## src/rtl/data_memory_wait.sv

```systemverilog
// Byte-addressable RV32 data memory with request/response handshake and WAIT_CYCLES wait states.
// Optional macro DMEM_MISALIGN_CHECK_EN turns misaligned halfword/word accesses into errors.
module data_memory_wait #(
  parameter int    DEPTH_WORDS = 64,
  parameter int    WAIT_CYCLES = 1,
  parameter string INIT_FILE   = ""
) (
  input  logic        clk,
  input  logic        reset,
  input  logic        req_valid,
  output logic        req_ready,
  input  logic        req_we,
  input  logic [2:0]  req_funct3,
  input  logic [31:0] req_addr,
  input  logic [31:0] req_wdata,
  output logic        rsp_valid,
  output logic [31:0] rsp_rdata,
  output logic        rsp_err
);

  localparam int         AW       = $clog2(DEPTH_WORDS);
  localparam logic [1:0] S_IDLE   = 2'd0;
  localparam logic [1:0] S_WAIT   = 2'd1;
  localparam logic [1:0] S_ACCESS = 2'd2;
  localparam logic [1:0] S_RESP   = 2'd3;
  localparam logic [1:0] S_FIRST  = (WAIT_CYCLES > 0) ? S_WAIT : S_ACCESS;
  localparam logic [3:0] CNT_LOAD = (WAIT_CYCLES > 0) ? 4'(WAIT_CYCLES - 1) : 4'd0;

  logic [1:0]    r_state;
  logic [3:0]    r_cnt;
  logic          r_we_p0;
  logic [2:0]    r_f3_p0;
  logic [31:0]   r_addr_p0;
  logic [31:0]   r_wdata_p0;
  logic [31:0]   r_word_p1;
  logic [31:0]   r_mem [DEPTH_WORDS];

  logic          w_accept;
  logic [AW-1:0] w_idx;
  logic          w_range_err;
  logic          w_f3_err;
  logic          w_mis_err;
  logic          w_err;
  logic [3:0]    w_be;
  logic [31:0]   w_wlane;

  function automatic logic f3_illegal(input logic we, input logic [2:0] f3);
    if (we) return (f3 > 3'b010);
    return (f3 == 3'b011) || (f3[2:1] == 2'b11);
  endfunction

  function automatic logic [3:0] byte_en(input logic [2:0] f3, input logic [1:0] off);
    case (f3[1:0])
      2'b00:   return 4'b0001 << off;
      2'b01:   return off[1] ? 4'b1100 : 4'b0011;
      default: return 4'b1111;
    endcase
  endfunction

  function automatic logic [31:0] lane_data(input logic [2:0] f3, input logic [31:0] wd);
    case (f3[1:0])
      2'b00:   return {4{wd[7:0]}};
      2'b01:   return {2{wd[15:0]}};
      default: return wd;
    endcase
  endfunction

  function automatic logic [31:0] load_ext(input logic [31:0] word, input logic [2:0] f3,
                                           input logic [1:0] off);
    logic signed [7:0]  b;
    logic signed [15:0] h;
    b = 8'(word >> {off, 3'b000});
    h = off[1] ? word[31:16] : word[15:0];
    case (f3)
      3'b000:  return 32'(b);
      3'b001:  return 32'(h);
      3'b100:  return {24'd0, b};
      3'b101:  return {16'd0, h};
      default: return word;
    endcase
  endfunction

  assign req_ready   = (r_state == S_IDLE);
  assign w_accept    = req_valid && (r_state == S_IDLE);
  assign w_idx       = r_addr_p0[AW+1:2];
  assign w_range_err = |(r_addr_p0 >> (AW + 2));
  assign w_f3_err    = f3_illegal(r_we_p0, r_f3_p0);
`ifdef DMEM_MISALIGN_CHECK_EN
  assign w_mis_err   = ((r_f3_p0[1:0] == 2'b01) && r_addr_p0[0]) ||
                       ((r_f3_p0[1:0] == 2'b10) && (r_addr_p0[1:0] != 2'b00));
`else
  assign w_mis_err   = 1'b0;
`endif
  assign w_err       = w_range_err || w_f3_err || w_mis_err;
  assign w_be        = byte_en(r_f3_p0, r_addr_p0[1:0]);
  assign w_wlane     = lane_data(r_f3_p0, r_wdata_p0);

  // p0: request capture
  always_ff @(posedge clk) begin
    if (w_accept) begin
      r_we_p0    <= req_we;
      r_f3_p0    <= req_funct3;
      r_addr_p0  <= req_addr;
      r_wdata_p0 <= req_wdata;
    end
  end

  // p1: array access; an abort forces IDLE before this edge so nothing is written
  always_ff @(posedge clk) begin
    if (r_state == S_ACCESS) begin
      r_word_p1 <= r_mem[w_idx];
      if (r_we_p0 && !w_err) begin
        for (int i = 0; i < 4; i++) begin
          if (w_be[i]) r_mem[w_idx][8*i +: 8] <= w_wlane[8*i +: 8];
        end
      end
    end
  end

  // p2: control and registered response
  always_ff @(posedge clk or negedge reset) begin
    if (!reset) begin
      r_state   <= S_IDLE;
      r_cnt     <= 4'd0;
      rsp_valid <= 1'b0;
      rsp_rdata <= 32'd0;
      rsp_err   <= 1'b0;
    end else begin
      rsp_valid <= 1'b0;
      case (r_state)
        S_IDLE: begin
          if (req_valid) begin
            r_state <= S_FIRST;
            r_cnt   <= CNT_LOAD;
          end
        end
        S_WAIT: begin
          if (r_cnt == 4'd0) r_state <= S_ACCESS;
          else               r_cnt   <= r_cnt - 4'd1;
        end
        S_ACCESS: r_state <= S_RESP;
        S_RESP: begin
          r_state   <= S_IDLE;
          rsp_valid <= 1'b1;
          rsp_err   <= w_err;
          rsp_rdata <= (w_err || r_we_p0) ? 32'd0 : load_ext(r_word_p1, r_f3_p0, r_addr_p0[1:0]);
        end
        default: r_state <= S_IDLE;
      endcase
    end
  end

endmodule

```

## config.mk

```make
export PLATFORM = sky130hd
export DESIGN_NAME = data_memory_wait
export DESIGN_NICKNAME = d
export VERILOG_FILES = /design/src/rtl/data_memory_wait.sv
export SDC_FILE = /design/constraint.sdc
export NUM_CORES = 2
export LEC_CHECK = 0
export BUFFER_PORTS_ARGS = -buffer_cell sky130_fd_sc_hd__buf_4
export CELL_PAD_IN_SITES_DETAIL_PLACEMENT = 0
export CELL_PAD_IN_SITES_GLOBAL_PLACEMENT = 1
export CORE_MARGIN = 5
export CORE_UTILIZATION = 30
export DETAILED_ROUTE_END_ITERATION = 16
export PLACE_DENSITY_LB_ADDON = 0.1
export REMOVE_ABC_BUFFERS = 1
export SYNTH_ARGS = -nofsm -noshare
export SYNTH_HDL_FRONTEND = slang
export SYNTH_SLANG_ARGS = --single-unit
```

## constraint.sdc

```tcl
create_clock -name clk -period 4.6 [get_ports clk]
set_clock_uncertainty 0.15 [all_clocks]
set_input_delay 0.46 -clock clk [delete_from_list [all_inputs] [get_ports clk]]
set_output_delay 0.46 -clock clk [all_outputs]
set_load 0.01 [all_outputs]
```

* Yosys cells after proc, flatten, opt, wreduce, memory -nomap -nowiden
Memories as Yosys holds them, arrays and structs flattened. A register that Yosys moved wholly into a read port is not among the register bits.
Cells that the tools add are included.
** Storage, ports and cells
- RAM bits :: 2048
- Output and inout bits :: 35
- Bits in registers :: 108
- Memories kept :: 1
** Memories
- r_mem :: words 64, width 32, read ports 1, clocked after memory_dff 1, wr ports 1, RTL line 36 : logic [31:0] r_mem [DEPTH_WORDS];
** Operators by class
- Shift-type cells :: 2
- Order comparisons :: 1
- Multiplexer cells :: 32
- Equal/unequal tests :: 12
- Reductions and logical operators :: 14
- Add/subtract/negate cells :: 1
** Operators by type and width (number)
- case mux 32 bit (4 select lines) :: 1
- case mux 32 bit (2 select lines) :: 1
- 2-to-1 mux 32 bit :: 1
- >> shifter 32 x 5 -> 8 bit :: 1
- OR reduction 24 bit :: 1
- 2-to-1 mux 1 bit :: 20
- 2-to-1 mux 16 bit :: 1
- case mux 4 bit (2 select lines) :: 2
- 2-to-1 mux 4 bit :: 3
- case mux 2 bit (4 select lines) :: 1
- equality test 2 bit (second input constant) :: 3
- equality test 3 bit (second input constant) :: 2
- != test 2 bit (second input constant) :: 3
- equality test 2 x 1 -> 1 bit (second input constant) :: 2
- zero test 2 bit :: 2
- zero test 4 bit :: 1
- 2-to-1 mux 2 bit :: 2
- left shift 1 x 2 -> 4 bit (first input constant) :: 1
- subtractor 4 x 1 -> 4 bit (second input constant) :: 1
- equality test 3 x 1 -> 1 bit (second input constant) :: 1
- equality test 3 x 2 -> 1 bit (second input constant) :: 1
- > comparator 3 x 2 -> 1 bit (second input constant) :: 1
- zero test 3 bit :: 1
- logical OR 1 bit :: 3
- 5 further kinds :: 6

* Depth between registers and ports, before layout
- Depth after elaboration :: 9
- Depth in mapped cells :: 10
- Depth with buffers taken out :: 7

* Worst setup path after synthesis
OpenSTA, ideal clock, no wires.
- Kind :: reg2reg
- From :: reg r_f3_p0[0]
- To :: mem r_mem[0][24], data pin
- Arrival time :: 3.888 ns
- Stages on the path, launching flop included :: 6
- Library setup time :: 0.702 ns
- Path buffers :: 3
- Path slack :: -0.140 ns
- Cell sequence :: edfxtp_1 buf_2 clkbuf_1 buf_1 mux2i_1 o21ai_0
** Between the ends
- Cells in the longest elaborated chain, start to end :: 2
** RTL lines
- from (decl) :: RTL line 32 : logic [2:0] r_f3_p0;
- from (signal assigned) :: RTL line 102 : r_f3_p0 <= req_funct3;
- equality test 2 x 1 -> 1 bit or zero test 2 bit (tied branches) :: RTL line 61 : case (f3[1:0])
- case mux 32 bit (2 select lines) * :: RTL line 61
- net w_wlane[24] :: RTL line 45 : logic [31:0] w_wlane;
- to (decl) :: RTL line 36
Mark *: on every way through the listed nets, which the timed path passes. The rest lies on a longest branch.

* Worst setup path after layout
- From :: reg r_addr_p0[5]
- To :: mem r_mem[8][6], enable pin
** RTL lines
- from (decl) :: RTL line 33 : logic [31:0] r_addr_p0;
- from (signal assigned) :: RTL line 103 : r_addr_p0 <= req_addr;
Straight into the memory's write port.

==> flow_summary.yaml <==
status:
  status: "complete, no violations"
placed_design:
  gp_congestion: 0.801
  dp_hpwl_um: 192000
  portBuffers: 105
routing:
  firstDrtPassIters: 7
  dr.first_iter.drc_count: 4253
  drc: 0
  vias: 46000
  ant_nets: 0
  avgRoutedWirePerCell_um: 32.4
  viasPerCell: 5.12
  drt_wl_total_um: 291000
clock_tree:
  cts_buffer_depth: 4
  clkSlewWorstSetupHoldPaths_ns: 0.06
  clock_sinks: 2188
  h-tree-depth: 5
  cts_resized: 0
  clock-root-buffer: "clkbuf_16"
  cts_setup_buffers: 0
  cts-buffers-inserted: 262
  cts_tree: "done"
  worstSkewPairLatency_ns: 0.90
worst_setup_path:
  worstPathRequired_ns: 4.96
  crit_chain: "nor3b_2, nand2_1, nor2_1"
  cp-startpoint: "r_addr_p0[5]"
  cp_max_fo: 11
  critPathTopFamily: "simple AND/OR/NAND/NOR gates"
  crit_buf_inv: 0
  critPathKind: "reg -> reg"
  crit_path_end_kind: "flip-flop"
  worstReg2RegStart: "r_addr_p0[5]"
  cpPeakStageDelay_ns: 0.99
  arrival_ns: 4.17
  cp-start-kind: "flip-flop"
  cpMaxStageDelayCell: "nor3b_2"
synthesis:
  synthFlopType: "edfxtp_1"
  synth-seq-cells: 2188
  yosysSeqAreaShare_pct: 77.8
  syn-cell-area_um2: 84200
  ys_types: 60
  synth_edf_count: 2148
  yosys_warnings: 0
  synth_area_per_cell_um2: 18.7
  postSynthCellCount: 4503
  synth_top_family_by_area: "multiplexers"
  synth-compound-area-share_pct: 6.88
  async_flop_share_pct: 1.83
  synthAdderAreaFrac_pct: 0.0743
  synthSimpleGateAreaFrac_pct: 3.36
  yosys.area_share.xor_xnor_pct: 0
  synthMuxAreaShare_pct: 10.2
pwr:
  power.switching_w: 0.0138
  seq_power_share_pct: 46.6
  ir_worst_vdd_uv: 272
  p_int_w: 0.0372
  p_leak_nw: 32.6
  comb_power_share_pct: 13.9
  p_sw_share_pct: 27.0
  p_clk_share_pct: 39.5
  powerDensity_nw_per_um2: 505
global_routing:
  antenna_found_initial: 22
  grt_pass1_wl_um: 400000
  grt_max_degree: 81
  grt_pass1_vias: 46800
  grt_overflow: 0
  grt_usage_pct: 19.5
layout:
  multiInputGateArea_um2: 17500
  final_cell_mix: "2148 x edfxtp_1, 491 x buf_4, 385 x nor2_1"
  layout-drive-gt1-share_pct: 23.0
  layout.area.seq_um2: 65500
  areaGrowthSynthToFinish_pct: 20.0
  fin_nets: 5130
  n_fill_cell: 26200
  final_core_util_pct: 36.2
  final_common_cell: "edfxtp_1"
timing:
  hold_viol_final: 0
  rsz0062_at_grt: "false"
  finalSetupViolCount: 0
  max_freq_mhz: 262
  fin_crit_ns: 3.81
  finalSetupTns_ns: 0
  slew_violations: 0
  worst_pin_slew_ns: 1.27
  maxSlewHeadroom_pct: 15.3
  post-route-period-util_pct: 82.9
floorplanning:
  die_area_um2: 291000
  row_count: 194
  core_area_um2: 279000
  io_pins: 106
  fp.dieH_um: 540
  die_w_um: 540
  start_util_pct: 30.1
job:
  cap_violations: 0
worst_hold_path:
  hold_path_class: "in -> reg"
  hp-start: "req_addr[8]"
through the flow:
stage	hold WS, ns	total power [W]	cell area (um^2)	setup WS, ns	std cells
after floorplan	0.0144	0.0283	82900	-27.04	4197
after global placement	0.325	0.0313	92000	0.755	8441
after detailed placement	0.330	0.0314	92000	0.744	8442
after CTS	0.0700	0.0517	101000	0.755	8973
after global routing	0.0854	0.0528	101000	0.677	8974
final	0.142	0.0510	101000	0.788	8978
sequential cells by signal (all words and copies together), names as in the netlist, 2 cells and up:
name	cells
r_cnt	4
r_wdata_p0	32
r_state	2
r_f3_p0	3
rsp_rdata	32
r_mem	2048
r_addr_p0	32
r_word_p1	32
Yosys cell counts (6+ instances only):
cell | number | area [um^2]
edfxtp_1 | 2148 | 64500
nor2_1 | 387 | 1450
mux2i_1 | 279 | 2790
mux4_2 | 245 | 5520
a221oi_1 | 237 | 2080
clkbuf_1 | 165 | 619
a22oi_1 | 163 | 1220
nand2_1 | 162 | 608
o21ai_0 | 130 | 651
buf_2 | 109 | 546
o22ai_1 | 62 | 388
o22a_1 | 57 | 499
dfrtp_1 | 40 | 1000
nand4_1 | 37 | 231
a21oi_1 | 30 | 150
mux2_2 | 27 | 304
buf_1 | 20 | 75.1
inv_1 | 20 | 75.1
o2bb2ai_1 | 15 | 131
nand2b_1 | 12 | 75.1
o32ai_1 | 12 | 105
nand3_1 | 10 | 50.1
nor2b_1 | 10 | 62.6
o2bb2ai_2 | 10 | 150
a211oi_1 | 8 | 60.1
buf_4 | 8 | 60.1
nor4_1 | 7 | 43.8
o221ai_1 | 7 | 61.3
and2_1 | 6 | 37.5
o211ai_1 | 6 | 45.0
worst paths after layout:
check	end	slack [ns]	cells after the start
worst max-delay path	r_mem[8][6]	0.79	3
worst min-delay path	r_addr_p0[8]	0.14	2
worst max register to register	r_mem[8][6]	0.79	3
worst min register to register	rsp_rdata[19]	0.34	1
max in group asynchronous	rsp_rdata[25]	3.41	4
min in group asynchronous	rsp_rdata[27]	0.39	3
routing by layer:
layer	GRT usage, %	up-vias	routed length, um
met5	0	-	0
met4	5.56	0	8830
met3	2.97	338	14300
met2	30.9	1236	135000
met1	27.8	24800	133000
li1	-	19600	-
area by class of cell:
class	instances	share of cell area (%)
multi-input combinational	1987	17.3
antenna	5	0.0124
tap	3724	4.61
sequential	2188	64.8
clock inverter	140	1.33
inverter	22	0.0892
clock buffer	319	6.84
timing repair buffer	593	4.97
cell families (layout without fill, tap and decap cells):
kind of cell               Yosys count  in the layout
other                                0              5
AOI/OAI and AO/OA                  766            766
adders and majority gates            5              5
DFF                               2188           2188
muxes                              551            551
buffers and inverters              328           1074
and+or+nand+nor                    665            665
what timing repair did:
action,CTS,global route
endpoints found under the hold margin,113,0
hold buffers,72,0
setup endpoints to repair,0,0
power groups by stage:
| stage | clock network [W] | registers, W | logic, W |
|---|---|---|---|
| 3_3_place_gp | 0 | 0.0242 | 0.00717 |
| 2_1_floorplan | 0 | 0.0244 | 0.00396 |
| 5_1_grt | 0.0215 | 0.0237 | 0.00758 |
| 3_5_place_dp | 0 | 0.0242 | 0.00720 |
| 4_1_cts | 0.0207 | 0.0237 | 0.00727 |
| 6_report | 0.0201 | 0.0237 | 0.00711 |
No activity file was read; power rests on OpenSTA's default activity.
